## src/rtl/alu_pkg.sv

```systemverilog
// alu_pkg: shared encodings for the serial logic unit.
//   op_e    : logic operation select (AND, OR, XOR, NOR)
//   state_e : control FSM states (IDLE, BUSY, DONE)
package alu_pkg;

    typedef enum logic [1:0] {
        OP_AND = 2'b00,
        OP_OR  = 2'b01,
        OP_XOR = 2'b10,
        OP_NOR = 2'b11
    } op_e;

    typedef enum logic [1:0] {
        S_IDLE = 2'b00,
        S_BUSY = 2'b01,
        S_DONE = 2'b10
    } state_e;

endpackage

```

## src/rtl/logic_unit_serial_slice.sv

```systemverilog
// logic_slice: combinational SLICE-bit bitwise operation select.
//   a, b : SLICE-bit operand slices
//   op   : operation select
//   y    : SLICE-bit result slice
module logic_slice
    import alu_pkg::*;
#(
    parameter int SLICE = 8
) (
    input  logic [SLICE-1:0] a,
    input  logic [SLICE-1:0] b,
    input  op_e              op,
    output logic [SLICE-1:0] y
);

    always_comb begin
        y = op == OP_AND ? a & b :
            op == OP_OR  ? a | b :
            op == OP_XOR ? a ^ b : ~(a | b);
    end

endmodule

```

## src/rtl/logic_unit_serial.sv

```systemverilog
// logic_unit_serial: multi-cycle bitwise logic unit, SLICE bits per clock.
//   clk     : rising-edge clock
//   reset_n : synchronous active-low reset
//   start   : request an operation (accepted only when idle)
//   op, a, b: operation and operands, captured with an accepted start
//   busy    : operation in progress
//   done    : one-cycle pulse; result and zero valid
//   result  : registered result, held until the next accepted start
//   zero    : result == 0, updated as done rises, then held
module logic_unit_serial
    import alu_pkg::*;
#(
    parameter int WIDTH = 32,
    parameter int SLICE = 8
) (
    input  logic             clk,
    input  logic             reset_n,
    input  logic             start,
    input  logic [1:0]       op,
    input  logic [WIDTH-1:0] a,
    input  logic [WIDTH-1:0] b,
    output logic             busy,
    output logic             done,
    output logic [WIDTH-1:0] result,
    output logic             zero
);

    localparam int NSLICE = WIDTH / SLICE;
    localparam int CW = NSLICE > 1 ? $clog2(NSLICE) : 1;
    localparam int IW = WIDTH > 1 ? $clog2(WIDTH) : 1;
    localparam logic [CW-1:0] LAST = CW'(NSLICE - 1);

    state_e           state, state_n;
    logic [CW-1:0]    cnt;
    logic [WIDTH-1:0] a_q, b_q, res_n;
    op_e              op_q;
    logic [SLICE-1:0] y;
    logic [IW-1:0]    base;

    logic_slice #(.SLICE(SLICE)) u_slice (
        .a  (a_q[base +: SLICE]),
        .b  (b_q[base +: SLICE]),
        .op (op_q),
        .y  (y)
    );

    // The single slice engine is steered across the word by cnt; res_n is the
    // result as it will look after this cycle's slice write, so zero can be
    // taken from the fully written word on the final BUSY cycle.
    always_comb begin
        base = IW'(cnt) * IW'(SLICE);
        res_n = result;
        res_n[base +: SLICE] = y;
    end

    always_ff @(posedge clk) begin
        if (!reset_n) state <= S_IDLE;
        else          state <= state_n;
    end

    always_comb begin
        state_n = state == S_IDLE ? (start ? S_BUSY : S_IDLE) :
                  state == S_BUSY ? (cnt == LAST ? S_DONE : S_BUSY) : S_IDLE;
        busy = state == S_BUSY;
        done = state == S_DONE;
    end

    always_ff @(posedge clk) begin
        if (!reset_n) begin
            cnt    <= '0;
            result <= '0;
            zero   <= 1'b0;
            a_q    <= '0;
            b_q    <= '0;
            op_q   <= OP_AND;
        end else if (state == S_IDLE && start) begin
            a_q    <= a;
            b_q    <= b;
            op_q   <= op_e'(op);
            result <= '0;
            cnt    <= '0;
        end else if (state == S_BUSY) begin
            result <= res_n;
            if (cnt == LAST) zero <= ~|res_n;
            else             cnt  <= cnt + CW'(1);
        end
    end

endmodule

```

## config.mk

```make
export PLATFORM = sky130hd
export DESIGN_NAME = logic_unit_serial
export DESIGN_NICKNAME = d
export VERILOG_FILES = /design/src/rtl/alu_pkg.sv /design/src/rtl/logic_unit_serial_slice.sv /design/src/rtl/logic_unit_serial.sv
export SDC_FILE = /design/constraint.sdc
export NUM_CORES = 1
export LEC_CHECK = 0
export BUFFER_PORTS_ARGS = -buffer_cell sky130_fd_sc_hd__buf_2
export CORE_MARGIN = 3
export CORE_UTILIZATION = 55
export CTS_CLUSTER_SIZE = 14
export DETAILED_ROUTE_END_ITERATION = 12
export PLACE_DENSITY = 0.8
export SLEW_MARGIN = 10
export SYNTH_ARGS = -nofsm -noshare
export SYNTH_HDL_FRONTEND = slang
export SYNTH_SLANG_ARGS = --single-unit
```

## constraint.sdc

```tcl
create_clock -name clk -period 5.6 [get_ports clk]
set_clock_uncertainty 0.15 [all_clocks]
set_input_delay 0.56 -clock clk [delete_from_list [all_inputs] [get_ports clk]]
set_output_delay 0.56 -clock clk [all_outputs]
set_load 0.05 [all_outputs]
```

==> key figures <==
Placement
  • HPWL after detailed placement: 8360 um
  • Port Buffers: 103
  • Placer congestion estimate: 0.892

Timing
  • Actual transition at the worst max-transition pin: 1.11 ns
  • Final critical-path share of the clock period: 0.650
  • Unrepaired setup endpoints after global routing: false
  • Setup TNS Final: 0 ns
  • Count of final hold-check violations: 0
  • Final setup vio count: 0
  • Maximum clock frequency: 275 MHz
  • Minimum period implied by the final worst setup slack: 3.64 ns
  • Worst slew slack as a fraction of its limit: 0.259
  • Final-report max-slew violation count: 0

Detailed routing
  • Total length of routed wires: 11700 um
  • Initial drt markers: 232
  • Average detailed-routed wire length per instance: 15.9 um
  • Routed metal-1 wirelength: 5010 um
  • Uppermost metal layer occupied by signal nets: met4
  • Drt first pass iters: 5
  • DRC violation count after routing: 0
  • Total length of routed met2 wires: 5470 um
  • DR WL met3: 924 um
  • Vias per inst: 5.64
  • Remaining antenna violation count after routing: 0
  • Vias: 4149

Worst setup path
  • Kind of end point of the critical path: flop
  • Worst path cell trace: buf_4 > mux4_2 > inv_1 > ha_1 > mux4_1 > o32ai_1 > o21ai_0 > o31ai_1
  • Cell count along the critical path: 8
  • Required time of the critical path: 5.74 ns
  • Path type of the worst setup path: reg2reg
  • Slowest CP cell: sky130_fd_sc_hd__dfxtp_1
  • Largest driver fanout on the critical path: 16
  • Worst Reg2Reg Path Length in Cells: 8
  • Number of buffer and inverter stages on the critical path: 2
  • Launching element type of the critical path: flop
  • Largest stage delay, worst path: 0.86 ns
  • Cell family with most CP delay: multiplexers
  • Arrival time at the worst endpoint: 3.79 ns

Pwr
  • Worst IR Drop VDD: 0.000190 V
  • Final Total Pwr: 1.47 mW
  • Leakage power: 2.38 nW
  • Power per cell area: 259 nW/um^2

Floorplan
  • Die Y-Extent: 101 um
  • Die span in x: 101 um
  • CORE AREA: 8460 um^2
  • Effective utilization at floorplan: 0.581
  • Area enclosed by the die boundary: 10100 um^2
  • Number of core rows: 33
  • Ports: 104

Synth
  • Sequential area share after synthesis: 0.420
  • Syn nets: 637
  • Syn_area_per_cell: 9.14 um^2
  • Count of synthesis-stage warnings from yosys: 0
  • Number of library cell types mapped by synthesis: 34
  • Dominant cells by area after synthesis: sky130_fd_sc_hd__dfxtp_1 42%, sky130_fd_sc_hd__nand2_1 11%, sky130_fd_sc_hd__a21boi_0 10%, sky130_fd_sc_hd__mux4_2 8.7%, sky130_fd_sc_hd__ha_1 7.6%
  • Post-Syn Area: 4910 um^2
  • #FFs+latches synth: 103
  • Portion of synthesized cell area occupied by the leading cell type: 0.420
  • Largest area contributor in the netlist: sky130_fd_sc_hd__dfxtp_1
  • Gate count of the mapped netlist: 538

Clock network
  • TritonCTS Buffers: 9
  • H-Tree Depth: 3
  • CTS tree: built
  • Count of instances resized after the clock tree is built: 0
  • Post-CTS setup-driven buffer insertion count: 0
  • Post-cts hold buffer count: 0
  • CTS sink count: 103
  • Insertion delay to the later sink of the worst-skew pair: 0.37 ns
  • Maximum count of clock buffers along a single path: 2
  • Clock transition time at the flip-flop clock pins of the worst setup and hold paths: 0.10 ns
  • CTS Root Buffer Type: sky130_fd_sc_hd__clkbuf_8

Min path
  • Number of cells on the worst hold path: 3
  • Min-delay worst type: in2reg

Outcome
  • Result of the run: completed

Global routing
  • Antenna violations before repair: 0
  • Sum of overflow across all layers after global routing: 0
  • Via count of the first global-routing pass: 3893
  • First-pass GRT wire length: 18800 um
  • Overall routing resource usage: 0.234
  • Pin count of the biggest net entering global routing: 72

Final layout
  • Utilization after layout: 0.671
  • Net total in the final layout: 724
  • Fraction of layout cells with a size suffix above 1: 0.230
  • Area grow syn2layout: 15.5%
  • Antenna diode count: 0

Job
  • Maximum capacitance violations: 0
-- registers in the layout (all words and copies together), names as in the netlist --
name / cells
cnt: 2
a_q: 32
op_q: 2
state: 2
result: 32
zero: 1
b_q: 32
-- through the flow --
step	cell area [um^2]	std cells	hold WS, ns	setup slack (ns)
floorplan	4910	538	0.290	2.48
global route	5680	735	0.266	1.78
finish	5680	735	0.271	1.96
global placement	5470	719	0.299	2.12
CTS	5680	735	0.261	2.00
detailed placement	5470	719	0.307	2.00
-- worst min-delay path, delay by kind of cell --
kind / cells / cell delay, ns
buffers and inverters: 1 / 0.09
and+or+nand+nor: 1 / 0.04
AOI/OAI and AO/OA: 1 / 0.06
-- path summary, 6_finish.rpt --
path / startpoint / endpoint / slack (ns)
max reg2reg: cnt[0] / zero / 1.96
max: cnt[0] / zero / 1.96
min: b[10] / b_q[10] / 0.27
min reg2reg: a_q[19] / a_q[19] / 0.32
-- Yosys cell counts, drive strengths merged --
cell / number
a2111oi: 1
a21boi: 66
a21oi: 7
a22oi: 32
and2: 1
and3: 1
buf: 8
clkbuf: 23
clkinv: 1
dfxtp: 103
ha: 30
inv: 28
mux4: 24
nand2: 142
nand2b: 1
nand3: 2
nand3b: 2
nor2: 39
nor2b: 1
nor3: 7
nor4: 8
o2111ai: 1
o21a: 1
o21ai: 4
o22ai: 1
o31ai: 1
o32ai: 1
o41ai: 1
xnor2: 1
-- logic make-up (layout without fill, tap and decap cells) --
group,count (synthesis),count (layout),share of synthesized area
simple gates,204,204,0.167
compound gates,116,116,0.174
flops,103,103,0.420
buf+inv,60,152,0.0479
fa+ha+maj,30,30,0.0764
mux,24,24,0.114
xor+xnor,1,1,0.00178
-- cell usage in the layout (no fill, tap or decap) --
cell type                    Yosys  final
sky130_fd_sc_hd__o21ai_0         3      3
sky130_fd_sc_hd__nand3b_1        2      2
sky130_fd_sc_hd__a21boi_0       66     66
sky130_fd_sc_hd__o31ai_1         1      1
sky130_fd_sc_hd__clkinv_1        1      1
sky130_fd_sc_hd__buf_4           0      4
sky130_fd_sc_hd__clkinv_4        0      2
sky130_fd_sc_hd__inv_8           0      1
sky130_fd_sc_hd__clkbuf_8        0     10
sky130_fd_sc_hd__buf_2           2    103
sky130_fd_sc_hd__a22oi_1        32     32
sky130_fd_sc_hd__o41ai_1         1      1
sky130_fd_sc_hd__o2111ai_1       1      1
sky130_fd_sc_hd__nor2b_1         1      1
sky130_fd_sc_hd__inv_1          28     28
sky130_fd_sc_hd__nand3_1         2      2
sky130_fd_sc_hd__clkbuf_1       23      1
sky130_fd_sc_hd__dfxtp_1       103    103
sky130_fd_sc_hd__mux4_2         19     19
sky130_fd_sc_hd__nand2_1       142    141
sky130_fd_sc_hd__xnor2_1         1      1
sky130_fd_sc_hd__mux4_1          5      5
sky130_fd_sc_hd__nor4_1          7      7
sky130_fd_sc_hd__nor3_1          7      7
sky130_fd_sc_hd__and2_2          0      1
sky130_fd_sc_hd__a21oi_1         7      7
sky130_fd_sc_hd__o21a_1          1      1
sky130_fd_sc_hd__o21ai_1         1      1
sky130_fd_sc_hd__nand2b_1        1      1
sky130_fd_sc_hd__nor2_1         39     39
sky130_fd_sc_hd__ha_1           30     30
sky130_fd_sc_hd__bufinv_16       0      1
sky130_fd_sc_hd__o32ai_1         1      1
sky130_fd_sc_hd__nand2_2         0      1
sky130_fd_sc_hd__and3_1          1      1
sky130_fd_sc_hd__a2111oi_2       1      1
sky130_fd_sc_hd__nor4_2          1      1
sky130_fd_sc_hd__o22ai_1         1      1
sky130_fd_sc_hd__clkinvlp_4      0      1
-- final cells by class --
type | count | area (um^2)
Fill cell | 693 | 2790
Multi-Input combinational cell | 375 | 2620
Sequential cell | 103 | 2060
Timing Repair Buffer | 107 | 546
Clock buffer | 11 | 141
Tap cell | 105 | 131
Inverter | 29 | 109
Clock inverter | 5 | 66.3
-- power breakdown --
group	internal [mW]	total (mW)	switching, mW
combinational	0.0852	0.199	0.114
sequential	0.763	0.787	0.0238
clock	0.224	0.486	0.262
-- routing by layer --
layer,GRT usage,up-vias
met2,0.373,185
met3,0.0581,23
met5,0,-
li1,-,2021
met1,0.307,1920
met4,0.0881,0
(Power assumes the default switching activity.)
